[src/rtl/pa_ifu_ibuf_pop_ctrl.sv]
// IFU instruction-buffer pop control: assembles one RVC/RV32 instruction per cycle from the
// two oldest ibuf halfwords into a registered issue slot, retires consumed entries, owns pop_ptr.
module pa_ifu_ibuf_pop_ctrl #(
  parameter int ENTRY_NUM = 8,
  parameter int PTR_W     = 3,
  parameter int HINFO_W   = 15
) (
  input  logic                           forever_cpuclk,
  input  logic                           cpurst,
  input  logic                           ibuf_flush_en,
  input  logic [ENTRY_NUM-1:0]           ibuf_entry_vld_vec,
  input  logic [16*ENTRY_NUM-1:0]        ibuf_entry_inst_vec,
  input  logic [2*ENTRY_NUM-1:0]         ibuf_entry_pred_taken_vec,
  input  logic [HINFO_W*ENTRY_NUM-1:0]   ibuf_entry_halt_info_vec,
  input  logic [ENTRY_NUM-1:0]           ibuf_entry_acc_err_vec,
  input  logic                           id_ibuf_inst_rdy,
  output logic [ENTRY_NUM-1:0]           ibuf_entry_retire_vec,
  output logic                           ibuf_id_inst_vld,
  output logic [31:0]                    ibuf_id_inst,
  output logic                           ibuf_id_inst_16bit,
  output logic [1:0]                     ibuf_id_pred_taken,
  output logic [HINFO_W-1:0]             ibuf_id_halt_info,
  output logic                           ibuf_id_acc_err,
  output logic [PTR_W-1:0]               ibuf_pop_ptr
);

  typedef struct packed {
    logic [31:0]        inst;
    logic               is16;
    logic [1:0]         pred_taken;
    logic [HINFO_W-1:0] halt_info;
    logic               acc_err;
  } slot_t;

  logic [ENTRY_NUM-1:0][15:0]        ent_inst;
  logic [ENTRY_NUM-1:0][1:0]         ent_pt;
  logic [ENTRY_NUM-1:0][HINFO_W-1:0] ent_hinfo;

  for (genvar i = 0; i < ENTRY_NUM; i++) begin : g_ent
    assign ent_inst[i]  = ibuf_entry_inst_vec[16*i +: 16];
    assign ent_pt[i]    = ibuf_entry_pred_taken_vec[2*i +: 2];
    assign ent_hinfo[i] = ibuf_entry_halt_info_vec[HINFO_W*i +: HINFO_W];
  end

  logic [PTR_W-1:0] pop_ptr;
  logic [PTR_W-1:0] h1_ptr;
  logic             h0_vld, h1_vld, h0_err, h1_err;
  logic [15:0]      h0_inst, h1_inst;
  logic             cand_16, cand_32, cand, load;
  slot_t            slot_q, slot_d;
  logic             vld_q;

  // Wrap comes for free from PTR_W truncation since ENTRY_NUM is a power of 2.
  assign h1_ptr  = pop_ptr + PTR_W'(1);
  assign h0_vld  = ibuf_entry_vld_vec[pop_ptr];
  assign h1_vld  = ibuf_entry_vld_vec[h1_ptr];
  assign h0_err  = ibuf_entry_acc_err_vec[pop_ptr];
  assign h1_err  = ibuf_entry_acc_err_vec[h1_ptr];
  assign h0_inst = ent_inst[pop_ptr];
  assign h1_inst = ent_inst[h1_ptr];

  // A faulted H0 issues alone: its length bits are not trustworthy.
  assign cand_16 = h0_vld & (h0_err | (h0_inst[1:0] != 2'b11));
  assign cand_32 = h0_vld & ~h0_err & (h0_inst[1:0] == 2'b11) & h1_vld;
  assign cand    = cand_16 | cand_32;
  assign load    = cand & (~vld_q | id_ibuf_inst_rdy) & ~ibuf_flush_en & ~cpurst;

  always_comb begin
    slot_d.inst       = cand_32 ? {h1_inst, h0_inst} : {16'h0000, h0_inst};
    slot_d.is16       = ~cand_32;
    slot_d.pred_taken = cand_32 ? ent_pt[h1_ptr] : ent_pt[pop_ptr];
    slot_d.halt_info  = ent_hinfo[pop_ptr];
    slot_d.acc_err    = h0_err | (cand_32 & h1_err);
  end

  always_comb begin
    ibuf_entry_retire_vec = '0;
    if (load) begin
      ibuf_entry_retire_vec[pop_ptr] = 1'b1;
      if (cand_32) ibuf_entry_retire_vec[h1_ptr] = 1'b1;
    end
  end

  always_ff @(posedge forever_cpuclk) begin
    if (cpurst) begin
      pop_ptr <= '0;
      vld_q   <= 1'b0;
      slot_q  <= '0;
    end else if (ibuf_flush_en) begin
      pop_ptr <= '0;
      vld_q   <= 1'b0;
    end else if (load) begin
      pop_ptr <= pop_ptr + (cand_32 ? PTR_W'(2) : PTR_W'(1));
      vld_q   <= 1'b1;
      slot_q  <= slot_d;
    end else if (vld_q & id_ibuf_inst_rdy) begin
      vld_q   <= 1'b0;
    end
  end

  assign ibuf_id_inst_vld   = vld_q;
  assign ibuf_id_inst       = slot_q.inst;
  assign ibuf_id_inst_16bit = slot_q.is16;
  assign ibuf_id_pred_taken = slot_q.pred_taken;
  assign ibuf_id_halt_info  = slot_q.halt_info;
  assign ibuf_id_acc_err    = slot_q.acc_err;
  assign ibuf_pop_ptr       = pop_ptr;

endmodule

[config.mk]
export PLATFORM = sky130hd
export DESIGN_NAME = pa_ifu_ibuf_pop_ctrl
export DESIGN_NICKNAME = d
export VERILOG_FILES = /design/src/rtl/pa_ifu_ibuf_pop_ctrl.sv
export SDC_FILE = /design/constraint.sdc
export NUM_CORES = 1
export LEC_CHECK = 0
export ABC_AREA = 1
export CAP_MARGIN = 20
export CORE_AREA = 2 2 133 135
export DETAILED_ROUTE_END_ITERATION = 10
export DIE_AREA = 0 0 135 137
export GPL_TIMING_DRIVEN = 0
export MAX_ROUTING_LAYER = met4
export PLACE_DENSITY = 0.78
export SYNTH_ARGS = -nofsm -noshare
export SYNTH_HDL_FRONTEND = slang
export SYNTH_SLANG_ARGS = --single-unit
[constraint.sdc]
create_clock -name forever_cpuclk -period 6.78 [get_ports forever_cpuclk]
set_clock_uncertainty 0.2 [all_clocks]
set_input_delay 1.017 -clock forever_cpuclk [delete_from_list [all_inputs] [get_ports forever_cpuclk]]
set_output_delay 1.017 -clock forever_cpuclk [all_outputs]
set_load 0.1 [all_outputs]
### Word-level counts from Yosys, hierarchy flattened

Cells that the tools add are included.

* register bits after elaboration: 55
* latch bits: 0
* bits in writable memories: 0
* memory bits (read-only): 0
* output and inout port bits: 63
* word-level logic and storage cells: 68
* memories: 0

* add/subtract/negate cells: 2
* $mul: 0
* div/mod/pow operators: 0
* order comparisons: 4
* equal/unequal tests: 2
* shift operators: 0
* mux-type cells: 29
* bitwise operators: 19
* reductions and logical operators: 5

Operator list (count)
* $bmux 16 s3: 2
* $bmux 15 s3: 1
* $mux 16: 2
* $mux 32: 1
* $mux 8: 2
* $mux 15: 1
* $bmux 1 s3: 4
* $bmux 2 s3: 2
* $and 1x1->1: 9
* $lt 3x4->1 const B: 2
* $mux 1: 8
* $mux 2: 4
* $or 8x8->8: 1
* $demux 1 s3: 2
* $ge 3x1->1 const B: 2
* $not 1->1: 5
* $or 1x1->1: 4
* $add 3x1->3 const B: 1
* $add 3x2->3: 1
* $eq 2x2->1 const B: 1
* $logic_and 1x1->1: 2
* $ne 2x2->1 const B: 1
* $reduce_and 2->1: 1
* $reduce_bool 2->1: 1
* $reduce_or 2->1: 1

### Longest topological paths before layout

Gate-level depths: netlist of the first run.

* word-level depth: 11
* gate-level depth with buffers: 18
* mapped depth without buffers: 16

### Worst setup path after synthesis of the first run

Ideal clock, no wire load.

* path type: register to output
* start: reg pop_ptr[0] (netlist: ibuf_pop_ptr[0])
* end: out ibuf_entry_retire_vec[4]
* arrival time: 3787 ps
* slack: 1776 ps
* stages on the path, launching flop included: 9
* cell sequence: dfxtp_1 > ha_1 > inv_1 > clkbuf_1 > clkbuf_1 > nand2_1 > nor2_1 > nand2_1 > a21oi_1

* longest elaborated chain between the ends: 11

Ends and longest elaborated chain
* from (decl): RTL line 45 `logic [PTR_W-1:0] pop_ptr;`
* from (signal assigned): RTL line 93 `pop_ptr <= pop_ptr + (cand_32 ? PTR_W'(2) : PTR_W'(1));`
* branches (longest 10 deep; another with $lt 3x4->1)
* $mux 8 (*): RTL line 78 `if (load) begin`
* to (decl): RTL line 17 `output logic [ENTRY_NUM-1:0] ibuf_entry_retire_vec,`

Every way passes the cells marked *. The select of a mux whose other input is x is not followed.

### Worst setup path in the final report of the first run

Same ends and word-level chain as after synthesis.

==> flow_metrics.py, run 1 <==
metrics = {
    "min_path": {
        "hp-class": "register to register",
        "holdPathStages": 2,
        "hp-start": "ibuf_id_halt_info[5]$_SDFFE_PP0P_",
        "min_to": "ibuf_id_halt_info[5]$_SDFFE_PP0P_",
    },
    "floorplan": {
        "initial_utilization_pct": 35.6,
        "die_w_um": 135,
        "fp.dieH_um": 137,
        "core_sq_mm": 0.0171,
        "io_pins": 347,
        "die_area_sq_mm": 0.0185,
        "std_cell_rows": 48,
    },
    "clocking": {
        "path_clk_slew_ns": 0.07,
        "cts_hold_buffers": 0,
        "cts_resized": 0,
        "cts_tree": "done",
        "cts_inserted_buffers": 5,
        "cts_root_buffer": "clkbuf_16",
        "clockBufferDepth": 2,
        "post_cts_buffers": 0,
        "clkSinkCount": 55,
        "clk_latency_ns": 0.30,
        "htreeDepth": 2,
    },
    "synthesis": {
        "synthArstFlopShare_pct": 0,
        "ys.flop_type": "dfxtp_1",
        "syn_area_sq_mm": 0.00607,
        "yosys.cell_types.count": 34,
        "avgSynthCellArea_sq_um": 5.25,
        "ys_seq_elements": 55,
        "synth_warnings": 0,
        "synthTopCellsByCount": "386 x nand2_1, 210 x nor2_1, 103 x inv_1",
        "yosys.area.top_type_share_pct": 23.9,
        "yosysSeqAreaShare_pct": 18.1,
        "netlist_top_cells_area": "nand2_1 24%, dfxtp_1 18%, nor2_1 13%",
        "synth_area_leader_cell": "nand2_1",
        "syn_nets": 1444,
        "yosysMostFrequentCell": "nand2_1",
        "synth_cells": 1157,
        "synth_edf_count": 0,
    },
    "grt": {
        "grt_max_degree": 18,
        "grt_first_pass_wirelength_mm": 51.7,
        "grt_overflow_total": 0,
        "antenna_found_initial": 1,
        "grt_pass1_vias": 8805,
        "grt_util_all_layers_pct": 38.5,
    },
    "placed_design": {
        "dp_cells": 1728,
        "port_buffers": 346,
        "gp_congestion": 0.998,
        "hpwl_mm": 27.8,
    },
    "critical_path": {
        "path_max_fanout": 10,
        "r2r_setup_slack_ns": 3.58,
        "start_kind": "register",
        "cp_num_cells": 9,
        "endpoint_kind": "output port",
        "rr_endpoint": "ibuf_id_pred_taken[1]$_SDFFE_PP0P_",
        "cp.buffers_inverters": 4,
        "r2r_cells": 11,
        "worstPathRequired_ns": 5.56,
        "worstPathArrival_ns": 4.03,
        "path_delay_family": "buffers and inverters",
        "worstSetupPathType": "register to output port",
        "crit_slowest_cell": "clkdlybuf4s50_1",
        "cp_slowest_stage_delay_ns": 1.16,
        "path_cells": "ha_1 -> inv_1 -> clkbuf_1 -> clkbuf_1 -> nand2_1 -> nor2_1 -> nand2_1 -> a21oi_1 -> clkdlybuf4s50_1",
        "rr_startpoint": "ibuf_pop_ptr[0]$_SDFFE_PP0P_",
    },
    "routing": {
        "vias_per_cell": 5.43,
        "wl_mm": 36.3,
        "vias": 9428,
        "ant_nets": 0,
        "drtIter0Drc": 1027,
        "wl_per_cell_um": 20.9,
        "drc": 0,
        "first_pass_iters": 7,
    },
    "sta": {
        "fin_crit_sh_pct": 77.4,
        "rsz0062_at_grt": "no",
        "slew_viol_final": 0,
        "min_period_ns": 5.25,
        "setup_viol": 0,
        "max_slew_margin_pct": 28.5,
        "tightest_slew_ns": 1.07,
        "max_freq_ghz": 0.191,
        "hold_viol": 0,
        "final.setup.tns_ns": 0,
    },
    "finish": {
        "drive_above_1_share_pct": 5.69,
        "layout.nets": 1797,
        "area_delta_synth_final_pct": 64.2,
        "finalNonFillerCells": 1737,
    },
    "outcome": {
        "outcome": "finished, final reports clean",
    },
    "power_and_ir_drop": {
        "power.density_mw_per_mm2": 116,
        "ir_drop_v": 0.000107,
        "p_leak_nw": 4.34,
    },
    "run": {
        "cap_violations": 0,
    },
}
## flip-flops by register name (all words and copies together), names as in the netlist
name	flops
ibuf_id_inst	32
ibuf_id_halt_info	15
ibuf_pop_ptr	3
ibuf_id_pred_taken	2
ibuf_id_acc_err	1
ibuf_id_inst_16bit	1
ibuf_id_inst_vld	1
## cell type report
class                           instances  area [sq um]
Fill cell                            1756          7080
Tap cell                              225           282
Timing Repair Buffer                  346          3460
Buffer                                 78           452
Inverter                              111           419
Multi-Input combinational cell        913          4100
Sequential cell                        55          1100
Antenna cell                            1          2.50
Clock buffer                            6           139
Clock inverter                          2          16.3
## worst max path at each step
stage,slack [ns],endpoint,start
floorplan,1.78,ibuf_entry_retire_vec[4],ibuf_pop_ptr[0]$_SDFFE_PP0P_
global placement,1.62,ibuf_entry_retire_vec[7],ibuf_entry_inst_vec[113]
detailed placement,1.63,ibuf_entry_retire_vec[7],ibuf_entry_inst_vec[113]
CTS,1.61,ibuf_entry_retire_vec[7],ibuf_entry_inst_vec[113]
global route,1.36,ibuf_entry_retire_vec[4],ibuf_pop_ptr[0]$_SDFFE_PP0P_
finish,1.53,ibuf_entry_retire_vec[4],ibuf_pop_ptr[0]$_SDFFE_PP0P_
## stage by stage
step | total power [mW] | cell area, sq um | hold slack [ns] | setup WS (ns) | util (%)
after global routing | 1.20 | 9980 | 0.299 | 1.36 | 58.5
final | 1.16 | 9980 | 0.266 | 1.53 | 58.5
after global placement | 0.876 | 9820 | 0.252 | 1.62 | 57.6
after detailed placement | 0.879 | 9820 | 0.254 | 1.63 | 57.6
after floorplan | 0.608 | 6070 | 0.704 | 1.78 | -
after CTS | 1.15 | 9970 | 0.266 | 1.61 | 58.5
## worst reg2reg max path, delay by kind of cell (launching register included)
kind / cells / cell delay, ns
buffers and inverters: 4 / 1.23
AO/OA/AOI/OAI: 2 / 0.38
AND/OR/NAND/NOR: 4 / 0.41
flip-flops: 1 / 0.50
adder cells (fa/ha/maj): 1 / 0.39
## cells in the final DEF (no fill, tap or decap), drive strengths merged, types with 2 or more instances in the layout
cell and count:
nand2 389, buf 60, a22o 13, a21oi 55
nor2 216, dfxtp 55, nor3 3, clkbuf 24
inv 111, o21ai 113, o22ai 3, nand3 36
clkdlybuf4s50 346, ha 2, or2 7, a22oi 44
nand4 24, nand3b 3
## metal layers
layer / GRT usage, % / up-vias / wire [um]
met5: - / - / 0
met4: 17.7 / 0 / 1770
met3: 6.44 / 131 / 4040
met2: 65.6 / 721 / 17200
met1: 44.4 / 4179 / 13300
li1: - / 4397 / -
## cells by family after synthesis
| logic type | synth area share [%] |
|---|---|
| AOI/OAI and AO/OA | 21.9 |
| xor gates and xnor gates | 0.144 |
| adders and majority gates | 0.741 |
| buffers and inverters | 14.3 |
| DFF | 18.1 |
| and+or+nand+nor | 44.8 |
## where the power goes
part / internal [mW] / switching, mW
clock network: 0.148 / 0.132
logic: 0.235 / 0.300
registers: 0.337 / 0.00947
total: 0.721 / 0.441
Power figures use the tool's default switching activity.
==> run 2: changes to the inputs <==
--- a/config.mk
+++ b/config.mk
@@ -7,12 +7,12 @@
 export LEC_CHECK = 0
 export ABC_AREA = 1
 export CAP_MARGIN = 20
-export CORE_AREA = 2 2 133 135
+export CORE_ASPECT_RATIO = 0.7
+export CORE_UTILIZATION = 36
 export DETAILED_ROUTE_END_ITERATION = 10
-export DIE_AREA = 0 0 135 137
 export GPL_TIMING_DRIVEN = 0
 export MAX_ROUTING_LAYER = met4
-export PLACE_DENSITY = 0.78
+export PLACE_DENSITY = 0.81
 export SYNTH_ARGS = -nofsm -noshare
 export SYNTH_HDL_FRONTEND = slang
 export SYNTH_SLANG_ARGS = --single-unit
==> constraint.sdc (replaced) <==
create_clock -name forever_cpuclk -period 4.55 [get_ports forever_cpuclk]
set_clock_uncertainty 0.2 [all_clocks]
set_input_delay 0.6825 -clock forever_cpuclk [delete_from_list [all_inputs] [get_ports forever_cpuclk]]
set_output_delay 0.6825 -clock forever_cpuclk [all_outputs]
set_load 0.1 [all_outputs]
==> flow_metrics.py, run 2 (same netlist as run 1, synthesis figures left out) <==
metrics = {
    "routing": {
        "wl_mm": 35.3,
        "drtIter0Drc": 1269,
        "drc": 0,
        "vias_per_cell": 5.50,
        "ant_nets": 0,
        "first_pass_iters": 6,
        "vias": 9560,
        "wl_per_cell_um": 20.3,
    },
    "sta": {
        "slew_viol_final": 0,
        "rsz0062_at_grt": "no",
        "min_period_ns": 4.44,
        "hold_viol": 0,
        "fin_crit_sh_pct": 97.7,
        "max_freq_ghz": 0.225,
        "setup_viol": 0,
        "hold_slack_ns": 0.269,
        "final.setup.tns_ns": 0,
        "max_slew_margin_pct": 27.5,
        "tightest_slew_ns": 1.08,
    },
    "critical_path": {
        "r2r_cells": 15,
        "rr_endpoint": "ibuf_pop_ptr[1]$_SDFFE_PP0P_",
        "worstPathRequired_ns": 3.67,
        "cp-startpoint": "ibuf_pop_ptr[0]$_SDFFE_PP0P_",
        "endpoint_kind": "output port",
        "critical_path.endpoint": "ibuf_entry_retire_vec[7]",
        "r2r_setup_slack_ns": 1.45,
        "rr_startpoint": "ibuf_pop_ptr[0]$_SDFFE_PP0P_",
        "worstSetupPathType": "register to output port",
        "start_kind": "register",
        "worstPathArrival_ns": 3.56,
        "path_max_fanout": 10,
    },
    "clocking": {
        "htreeDepth": 2,
        "clk_latency_ns": 0.30,
        "cts_root_buffer": "clkbuf_16",
        "cts_hold_buffers": 0,
        "cts_tree": "done",
        "clkSinkCount": 55,
        "cts_inserted_buffers": 5,
        "clockBufferDepth": 2,
        "path_clk_slew_ns": 0.08,
    },
    "run": {
        "cap_violations": 0,
    },
    "power_and_ir_drop": {
        "seqPwrFrac_pct": 28.3,
        "combinationalPowerShare_pct": 43.7,
        "power_mw": 1.82,
        "p_leak_nw": 4.44,
        "net-switching-power_uw": 653,
        "power.density_mw_per_mm2": 182,
        "p_clk_share_pct": 28.0,
        "ir_drop_v": 0.000202,
        "switching_share_pct": 35.9,
        "internal_power_mw": 1.17,
    },
    "placed_design": {
        "gp_congestion": 1.01,
        "dp_cells": 1728,
        "hpwl_mm": 27.4,
        "port_buffers": 346,
    },
    "finish": {
        "largest_register_ffs": 32,
        "drive_above_1_share_pct": 5.89,
        "area_delta_synth_final_pct": 64.8,
        "layout.nets": 1797,
        "finalNonFillerCells": 1738,
        "final_cell_mix": "386 x nand2_1, 338 x clkdlybuf4s50_1, 210 x nor2_1",
        "fillers": 1631,
        "layout_commonest_cell": "nand2_1",
    },
    "floorplan": {
        "die_area_sq_mm": 0.0174,
        "fp.dieH_um": 111,
        "io_pins": 347,
        "initial_utilization_pct": 37.0,
        "die_w_um": 157,
        "core_sq_mm": 0.0164,
        "std_cell_rows": 39,
    },
    "min_path": {
        "hp-class": "register to register",
    },
    "grt": {
        "grt_first_pass_wirelength_mm": 51.6,
        "grt_pass1_vias": 8861,
        "grt_overflow_total": 0,
        "grt_max_degree": 17,
        "grt_util_all_layers_pct": 40.8,
        "antenna_found_initial": 1,
    },
    "outcome": {
        "outcome": "finished, final reports clean",
    },
}
-- run 2: changes by cell type in the layout (fill, tap and decap cells not counted), sizes merged --
cell,previous run,this run
clkdlybuf4s50,346,338
dlymetal6s2s,0,4
clkbuf,24,27
bufinv,0,2
clkdlybuf4s15,0,1
clkinv,1,0
clkinvlp,1,0
diode,1,2
-- run 2: through the flow --
step / util [%] / setup WS (ns) / instance area, sq um
after floorplan: - / 0.00762 / 6080
after global placement: 59.9 / 0.0753 / 9820
after detailed placement: 59.9 / 0.0402 / 9820
after CTS: 61.0 / 0.0263 / 10000
after global routing: 61.1 / 0.0251 / 10000
final: 61.1 / 0.106 / 10000
-- run 2: area by class of cell --
cell class | count | area, sq um | share of cell area [%]
inverter | 111 | 419 | 4.19
buffer | 78 | 452 | 4.51
timing repair buffer | 346 | 3460 | 34.5
clock inverter | 2 | 60.1 | 0.600
tap | 225 | 282 | 2.81
sequential | 55 | 1100 | 11.0
multi-input combinational | 913 | 4110 | 41.0
clock buffer | 6 | 129 | 1.29
antenna | 2 | 5.00 | 0.0500
-- run 2: worst min-delay path by stage --
stage | from | endpoint | cells past startpoint
floorplan | cpurst | ibuf_pop_ptr[1]$_SDFFE_PP0P_ | 3
global placement | ibuf_id_halt_info[0]$_SDFFE_PP0P_ | ibuf_id_halt_info[0]$_SDFFE_PP0P_ | 2
detailed placement | ibuf_id_halt_info[0]$_SDFFE_PP0P_ | ibuf_id_halt_info[0]$_SDFFE_PP0P_ | 2
CTS | ibuf_id_halt_info[0]$_SDFFE_PP0P_ | ibuf_id_halt_info[0]$_SDFFE_PP0P_ | 2
global route | ibuf_id_halt_info[5]$_SDFFE_PP0P_ | ibuf_id_halt_info[5]$_SDFFE_PP0P_ | 2
finish | ibuf_id_halt_info[7]$_SDFFE_PP0P_ | ibuf_id_halt_info[7]$_SDFFE_PP0P_ | 2
-- run 2: worst max-delay path, cell delays in order (launching register included) --
cell and delay [ns]:
dfxtp_1 0.39, ha_1 0.46, clkbuf_1 0.50, clkbuf_1 0.55
nand2_1 0.14, nor2_1 0.12, a21oi_1 0.07, nor2_1 0.17
clkdlybuf4s15_1 0.84
-- run 2: per-layer routing --
| metal | GRT usage (%) | wire length [um] |
|---|---|---|
| met1 | 55.8 | 14000 |
| met2 | 58.3 | 14500 |
| met3 | 10.2 | 5650 |
| met4 | 13.1 | 1140 |
| met5 | - | 0 |
-- run 2: repair_timing --
item,in CTS,in global routing
resized for setup,4,11
setup endpoints to repair,4,8
setup buffers,0,0
-- run 2: power groups by stage --
stage | Clock [mW] | Combinational [mW] | Sequential (mW)
after global placement | 0 | 0.772 | 0.526
after CTS | 0.505 | 0.780 | 0.515
final | 0.510 | 0.796 | 0.516
after detailed placement | 0 | 0.777 | 0.526
after floorplan | 0 | 0.227 | 0.678
after global routing | 0.530 | 0.838 | 0.518
==> run 3: changes to the inputs <==
--- a/config.mk
+++ b/config.mk
@@ -7,8 +7,10 @@
 export LEC_CHECK = 0
 export ABC_AREA = 1
 export CAP_MARGIN = 20
+export CELL_PAD_IN_SITES_DETAIL_PLACEMENT = 1
+export CELL_PAD_IN_SITES_GLOBAL_PLACEMENT = 1
 export CORE_ASPECT_RATIO = 0.7
-export CORE_UTILIZATION = 36
+export CORE_UTILIZATION = 22
 export DETAILED_ROUTE_END_ITERATION = 10
 export GPL_TIMING_DRIVEN = 0
 export MAX_ROUTING_LAYER = met4
==> flow_metrics.py, run 3 (same netlist as run 1, synthesis figures left out) <==
metrics = {
    "critical_path": {
        "crit_top_cell": "nand2_1",
        "path_delay_family": "buffers and inverters",
        "start_kind": "register",
        "cp.buffers_inverters": 3,
        "endpoint_kind": "output port",
        "worstPathRequired_ns": 3.67,
        "path_cells": "ha_1 -> inv_1 -> nand2_1 -> nand2_1 -> nand2_1 -> nand2_1 -> nor2_1 -> nand2_2 -> inv_2 -> nand2_1 -> a21oi_1 -> dlygate4sd2_1",
        "cp_slowest_stage_delay_ns": 0.87,
        "worstPathArrival_ns": 3.41,
        "worstSetupPathType": "register to output port",
        "path_max_fanout": 8,
        "crit_slowest_cell": "dlygate4sd2_1",
    },
    "floorplan": {
        "die_area_sq_mm": 0.0283,
        "fp.dieH_um": 141,
        "std_cell_rows": 50,
        "core_sq_mm": 0.0269,
        "io_pins": 347,
        "initial_utilization_pct": 22.6,
        "die_w_um": 201,
    },
    "finish": {
        "finalNonFillerCells": 1877,
        "area_delta_synth_final_pct": 67.4,
        "layout_commonest_cell": "nand2_1",
        "layout.nets": 1797,
        "register_area_sq_mm": 0.00110,
        "final_cell_mix": "386 x nand2_1, 338 x clkdlybuf4s50_1, 210 x nor2_1",
        "multiInputGateArea_sq_mm": 0.00411,
        "drive_above_1_share_pct": 6.02,
        "fillers": 3611,
        "largest_register_ffs": 32,
    },
    "run": {
        "cap_violations": 0,
    },
    "routing": {
        "vias_per_cell": 5.05,
        "wl_per_cell_um": 22.1,
        "drc": 0,
        "first_pass_iters": 5,
        "vias": 9487,
        "drtIter0Drc": 743,
        "ant_nets": 0,
        "wl_mm": 41.5,
    },
    "grt": {
        "grt_overflow_total": 0,
        "grt_max_degree": 18,
        "grt_pass1_vias": 9537,
        "antenna_found_initial": 2,
        "grt_first_pass_wirelength_mm": 60.5,
        "grt_util_all_layers_pct": 29.4,
    },
    "clocking": {
        "cts_resized": 10,
        "path_clk_slew_ns": 0.08,
        "cts_inserted_buffers": 5,
        "clockBufferDepth": 2,
        "clkSinkCount": 55,
        "cts_hold_buffers": 0,
        "htreeDepth": 2,
        "cts_tree": "done",
        "post_cts_buffers": 0,
        "clk_latency_ns": 0.30,
        "cts_root_buffer": "clkbuf_16",
    },
    "sta": {
        "rsz0062_at_grt": "no",
        "tightest_slew_ns": 1.13,
        "slew_viol_final": 0,
        "fin_crit_sh_pct": 94.4,
        "max_freq_ghz": 0.233,
        "hold_slack_ns": 0.272,
        "setup_viol": 0,
        "max_slew_margin_pct": 24.7,
        "hold_viol": 0,
        "min_period_ns": 4.30,
        "final.setup.tns_ns": 0,
        "fin_ws_ns": 0.253,
    },
    "placed_design": {
        "port_buffers": 346,
        "hpwl_mm": 33.5,
        "dp_cells": 1867,
        "place_ws_ns": -0.0784,
        "gp_congestion": 0.924,
    },
    "min_path": {
        "hp-class": "register to register",
    },
    "power_and_ir_drop": {
        "power.density_mw_per_mm2": 177,
        "ir_drop_v": 0.000128,
        "p_leak_nw": 4.40,
    },
    "outcome": {
        "outcome": "finished, final reports clean",
    },
}
## run 3: cell count changes in the layout (fill, tap and decap cells not counted), sizes merged
cell,previous run,this run
dlygate4sd2,0,2
inv,111,112
clkdlybuf4s15,1,2
bufinv,2,1
dlymetal6s2s,4,2
clkbuf,27,26
## run 3: through the flow
step | total power [mW] | instance area, sq um | utilization, %
after floorplan | 0.906 | 6080 | -
after global placement | 1.32 | 10000 | 37.2
after detailed placement | 1.33 | 10000 | 37.2
after CTS | 1.80 | 10200 | 37.8
after global routing | 1.88 | 10200 | 37.8
final | 1.80 | 10200 | 37.8
## run 3: worst min-delay path, stage by stage, from the launching register on
cell and delay (ns):
dfxtp_1 0.32, nand2_1 0.06, a21oi_1 0.05
## run 3: path summary, 6_finish.rpt
path                                                         from                                 to  slack (ns)  cells after the start
worst max-delay path                 ibuf_pop_ptr[0]$_SDFFE_PP0P_           ibuf_entry_retire_vec[0]        0.25                     12
worst max register to register       ibuf_pop_ptr[0]$_SDFFE_PP0P_       ibuf_pop_ptr[1]$_SDFFE_PP0P_        1.37                     15
worst min register to register  ibuf_id_halt_info[1]$_SDFFE_PP0P_  ibuf_id_halt_info[1]$_SDFFE_PP0P_        0.27                      2
worst min-delay path            ibuf_id_halt_info[1]$_SDFFE_PP0P_  ibuf_id_halt_info[1]$_SDFFE_PP0P_        0.27                      2
## run 3: where the power goes
part	switching, mW	internal, mW	total, mW
Combinational	0.465	0.350	0.815
Sequential	0.0138	0.503	0.516
Clock	0.203	0.263	0.467
## run 3: final cells by class
type | instances | area share (%)
multi-input combinational | 913 | 40.4
timing repair buffer | 346 | 34.0
sequential | 55 | 10.8
tap | 364 | 4.48
buffer | 78 | 4.46
inverter | 111 | 4.12
clock buffer | 6 | 1.27
clock inverter | 2 | 0.382
antenna | 2 | 0.0492
## run 3: routing by layer
layer	global-route usage, %	wire [um]	vias to the layer above
met5	-	0	-
met1	40.1	19200	4570
li1	-	-	4403
met2	45.7	18300	467
met3	4.99	3230	47
met4	5.54	780	0
